### src/rtl/key_event_decoder.sv
// key_event_decoder
//   Classifies debounced key press/release pulses into one-cycle user events:
//   short press, double click, long press and (optionally) auto-repeat.
//
//   Ports:
//     clk          in   system clock
//     rst_n        in   asynchronous active-low reset
//     key_press    in   one-cycle pulse, key went pressed
//     key_release  in   one-cycle pulse, key went released
//     short_press  out  strobe, single short press confirmed
//     double_click out  strobe, two short presses within DCLICK_MS
//     long_press   out  strobe, key held for LONG_MS
//     repeat_tick  out  strobe every REPEAT_MS while held (KEY_REPEAT_EN only)
//     busy         out  high whenever the FSM is not IDLE
//
//   Build option: define KEY_REPEAT_EN to enable auto-repeat in HOLD;
//   otherwise repeat_tick is constant 0.
//
//   state  | meaning
//   IDLE   | waiting for a first press
//   PRESS1 | first press down, timing toward long press
//   WAIT2  | released, timing the double-click window
//   PRESS2 | second press down, timing toward long press
//   HOLD   | long press issued, waiting for release
module key_event_decoder #(
  parameter int FREQ      = 50,
  parameter int LONG_MS   = 1000,
  parameter int DCLICK_MS = 300,
  parameter int REPEAT_MS = 200
) (
  input  logic clk,
  input  logic rst_n,
  input  logic key_press,
  input  logic key_release,
  output logic short_press,
  output logic double_click,
  output logic long_press,
  output logic repeat_tick,
  output logic busy
);

  localparam int PRESC_MAX = FREQ * 1000 - 1;
  localparam int PW        = $clog2(FREQ * 1000);
  localparam logic [16:0] LONG_LIM   = 17'(LONG_MS);
  localparam logic [16:0] DCLICK_LIM = 17'(DCLICK_MS);

  if (FREQ < 1 || LONG_MS < 1 || LONG_MS > 65535 || DCLICK_MS < 1 ||
      DCLICK_MS > 65535 || REPEAT_MS < 1 || REPEAT_MS > 65535) begin : g_bad_param
    $error("key_event_decoder: parameter out of range");
  end

  typedef enum logic [2:0] {IDLE, PRESS1, WAIT2, PRESS2, HOLD} state_t;

  state_t        state_q, state_d;
  logic [PW-1:0] presc_q, presc_d;
  logic [15:0]   ms_cnt_q, ms_cnt_d;
  logic          short_q, short_d;
  logic          double_q, double_d;
  logic          long_q, long_d;
  logic          repeat_q, repeat_d;
  logic          busy_q, busy_d;

  logic ms_tick, hit_long, hit_dclick, press_v, release_v, restart;

  // Thresholds fire on the edge where ms_cnt would step onto the limit, so the
  // strobe lands exactly LIMIT*FREQ*1000 cycles after the entering edge.
  assign ms_tick    = (presc_q == PW'(PRESC_MAX));
  assign hit_long   = ms_tick && (({1'b0, ms_cnt_q} + 17'd1) == LONG_LIM);
  assign hit_dclick = ms_tick && (({1'b0, ms_cnt_q} + 17'd1) == DCLICK_LIM);

  // Simultaneous press and release is a glitch: neither is seen.
  assign press_v   = key_press & ~key_release;
  assign release_v = key_release & ~key_press;

`ifdef KEY_REPEAT_EN
  localparam logic [16:0] REPEAT_LIM = 17'(REPEAT_MS);
  logic hit_repeat;
  assign hit_repeat = ms_tick && (({1'b0, ms_cnt_q} + 17'd1) == REPEAT_LIM);
`endif

  always_comb begin
    state_d  = state_q;
    presc_d  = ms_tick ? '0 : presc_q + 1'b1;
    ms_cnt_d = (ms_tick && ms_cnt_q != 16'hFFFF) ? ms_cnt_q + 16'd1 : ms_cnt_q;
    short_d  = 1'b0;
    double_d = 1'b0;
    long_d   = 1'b0;
    repeat_d = 1'b0;
    restart  = 1'b0;

    // Timeouts are tested before key inputs so they win a same-cycle tie.
    unique case (state_q)
      IDLE: if (press_v) state_d = PRESS1;
      PRESS1: begin
        if (hit_long) begin
          long_d  = 1'b1;
          state_d = HOLD;
        end else if (release_v) begin
          state_d = WAIT2;
        end
      end
      WAIT2: begin
        if (hit_dclick) begin
          short_d = 1'b1;
          state_d = IDLE;
        end else if (press_v) begin
          state_d = PRESS2;
        end
      end
      PRESS2: begin
        if (hit_long) begin
          long_d  = 1'b1;
          state_d = HOLD;
        end else if (release_v) begin
          double_d = 1'b1;
          state_d  = IDLE;
        end
      end
      HOLD: begin
        // Release takes priority here so the key state never desynchronises.
        if (release_v) begin
          state_d = IDLE;
        end
`ifdef KEY_REPEAT_EN
        else if (hit_repeat) begin
          repeat_d = 1'b1;
          restart  = 1'b1;
        end
`endif
      end
      default: state_d = IDLE;
    endcase

    if (restart || state_d != state_q) begin
      presc_d  = '0;
      ms_cnt_d = '0;
    end

    busy_d = (state_d != IDLE);
  end

  always_ff @(posedge clk or negedge rst_n) begin
    if (!rst_n) begin
      state_q  <= IDLE;
      presc_q  <= '0;
      ms_cnt_q <= '0;
      short_q  <= 1'b0;
      double_q <= 1'b0;
      long_q   <= 1'b0;
      repeat_q <= 1'b0;
      busy_q   <= 1'b0;
    end else begin
      state_q  <= state_d;
      presc_q  <= presc_d;
      ms_cnt_q <= ms_cnt_d;
      short_q  <= short_d;
      double_q <= double_d;
      long_q   <= long_d;
      repeat_q <= repeat_d;
      busy_q   <= busy_d;
    end
  end

  assign short_press  = short_q;
  assign double_click = double_q;
  assign long_press   = long_q;
  assign repeat_tick  = repeat_q;
  assign busy         = busy_q;

endmodule

### config.mk
export PLATFORM = sky130hd
export DESIGN_NAME = key_event_decoder
export DESIGN_NICKNAME = d
export VERILOG_FILES = /design/src/rtl/key_event_decoder.sv
export SDC_FILE = /design/constraint.sdc
export NUM_CORES = 1
export LEC_CHECK = 0
export BUFFER_PORTS_ARGS = -buffer_cell sky130_fd_sc_hd__buf_2
export CORE_ASPECT_RATIO = 2
export CORE_MARGIN = 4
export CORE_UTILIZATION = 49
export CTS_CLUSTER_DIAMETER = 120
export DETAILED_ROUTE_END_ITERATION = 7
export HOLD_SLACK_MARGIN = 0.06
export PLACE_DENSITY = 0.72
export SLEW_MARGIN = 20
export SYNTH_ARGS = -nofsm -noshare
export SYNTH_HDL_FRONTEND = slang
export SYNTH_SLANG_ARGS = --single-unit
### constraint.sdc
create_clock -name clk -period 3.84 [get_ports clk]
set_input_delay 0.384 -clock clk [delete_from_list [all_inputs] [get_ports clk]]
set_output_delay 0.384 -clock clk [all_outputs]
set_load 0.005 [all_outputs]
==> reports/qor.txt <==
Status - finished clean
CTS Buffer Depth - 2
Clk_lat worst skew - 0.29 ns
Async set-reset flop share out of synthesis - 1.000
GPL Wtd Cong - 0.8351
Post-CTS Repair Setup Buffers - 0
Yosys top cell area share - 0.4149
Hold Path Class - in -> async
Distinct cell type count after synthesis - 46
CP max FO - 32
Worst setup EP type - register
Layout cells sized above 1 - 0.08429
TritonCTS Buffers - 5
Number of vias per cell - 5.848
Flops & latches, synth - 39
Peak VDD IR - 0.3246 mV
Fin Setup TNS - 0 ns
Fin crit period - 3.181 ns
WP data required - 4.00 ns
Total core area - 4642 um^2
Register area share after synthesis - 0.4149
Syn avg cell area - 9.117 um^2
Global-route wire length before repair - 8707 um
Crit start category - register
Slew margin rel. - 0.4168
Most common cell in the netlist - nor2_1
Met3 usage in global routing - 0.02066
Fmax - 314.4 MHz
Initial antenna violation count - 0
Worst path slowest cell - or4b_4
Tot GR Track Use - 0.1811
Maximum number of pins on one net before global-route repair - 40
DR WL/cell - 15.74 um
Cell leakage power - 1.123 nW
Final number of setup-violating endpoints - 0
Final period utilization - 0.8283
Max Cap Viol - 0
Fill count - 447
Die area - 6040 um^2
Die Height - 106.0 um
Final WL - 4974 um
Global route overflow - 0
Clk_skew - 0.009212 ns
Post-Syn Area - 2352 um^2
Pwr Density - 376.9 nW/um^2
Initial core utilization - 0.5067
Crit path largest cell delay - 0.59 ns
FP Rows - 35
CTS Hold Buffers Added - 0
GRT busiest layer - met2
H-tree depth - 2
Mapped Cells - 258
Top FF cell, synth - dfrtp_1
Nets - 267
Slew Viols, Final - 0
Remaining antenna violation count after routing - 0
Post-CTS Resized - 0
Area grow syn2layout - 6.224%
Final Hold Fails - 0
Synth Warn # - 0
DR vias - 1848
Diodes inserted - 0
EDFF count, synth - 0
Post-DP HPWL - 3630 um
CTS tree - done
Clock sink total - 39
Met2 Resource Use GR - 0.3355
Worst path cell trace - ha_1, nand3_2, nor4_1, a21oi_1, or4b_4, nor4b_4, a2bb2oi_4, buf_4, nor2_1
CP top delay family - simple AND/OR/NAND/NOR gates
DR iter-0 viols - 77
Hold Worst Slack - 0.1956 ns
Main area contributors after synthesis - dfrtp_1, nor2_1, xor2_1
Clock-pin slew on the worst setup and hold paths - 0.08 ns
Top-level port count - 9
Worst Path Buf+Inv - 1
Die Wd - 56.99 um
GRT met1 Usage - 0.1946
Design Power - 0.9419 mW
Drt pass-1 iters - 4
Clk root buf - clkbuf_8
Worst Max-Slew Pin Slew - 0.8749 ns
RSZ-0062 raised after global routing - false
Synth cell count leaders - nor2_1, dfrtp_1, nand2_1, xor2_1, xnor2_1
Cell taking the most area after synthesis - dfrtp_1
Syn nets - 265
Buffers on Ports - 7
DR DRC count - 0
Critical setup path kind - reg -> reg
Worst EP arrival - 3.34 ns
Vias in the first global route - 1884
==> layer usage <==
metal,wire length (um),part of all wire
met4,155,0.031
met5,0,0
met3,95,0.019
met1,1891,0.38
met2,2831,0.57
==> worst paths after layout <==
kind / startpoint / end / slack, ns / cells after the start
setup / recovery: ms_cnt_q[0] / presc_q[4] / 0.66 / 9
hold / removal: rst_n / ms_cnt_q[3] / 0.20 / 1
setup reg to reg: ms_cnt_q[0] / presc_q[4] / 0.66 / 9
hold reg to reg: presc_q[0] / presc_q[0] / 0.46 / 1
max in group asynchronous: rst_n / ms_cnt_q[10] / 3.08 / 1
min in group clk: key_press / state_q[0] / 0.41 / 3
==> state kept, by name, summed over array words and instances, names as in the netlist <==
signal,count
ms_cnt_q,16
short_press,1
double_click,1
long_press,1
state_q,3
presc_q,16
busy,1
==> stage by stage <==
step           setup WS (ns)  instances  cell area [um^2]    util
2_1_floorplan          1.071        258              2352       -
3_3_place_gp          0.7981        308              2381  0.5129
3_5_place_dp          0.7159        308              2381  0.5129
4_1_cts               0.6778        316              2499  0.5383
5_1_grt               0.4474        316              2499  0.5383
6_report              0.6595        316              2499  0.5383
==> cell families after synthesis <==
kind of cell / share of synthesized area
other: 0.001594
xor gates and xnor gates: 0.1154
and+or+nand+nor: 0.3117
muxes: 0.01702
DFF: 0.4149
AOI/OAI and AO/OA: 0.07713
buffers and inverters: 0.04627
adders and majority gates: 0.01596
==> layout by cell type (no fill, tap or decap), types with 6 or more instances in the layout <==
cell type,instances
and3_1,12
buf_2,7
clkbuf_8,6
dfrtp_1,39
nand2_1,25
nand3_1,13
nand4_1,7
nor2_1,46
nor3_1,10
xnor2_1,15
xor2_1,16
==> power breakdown <==
part | internal, mW | switching (mW) | total [mW]
registers | 0.438 | 0.0262 | 0.464
logic | 0.0480 | 0.0750 | 0.123
clock network | 0.210 | 0.144 | 0.355
total | 0.696 | 0.246 | 0.942
==> layout make-up <==
cell class                      count  area (um^2)  area share
Clock buffer                        6        82.58     0.03305
Clock inverter                      2        35.03     0.01402
Inverter                            5        18.77    0.007511
Multi-Input combinational cell    200         1267      0.5073
Sequential cell                    39        975.9      0.3906
Tap cell                           55        68.82     0.02754
Timing Repair Buffer                9        50.05     0.02003
Note: power is estimated with default switching activity, not from simulation.
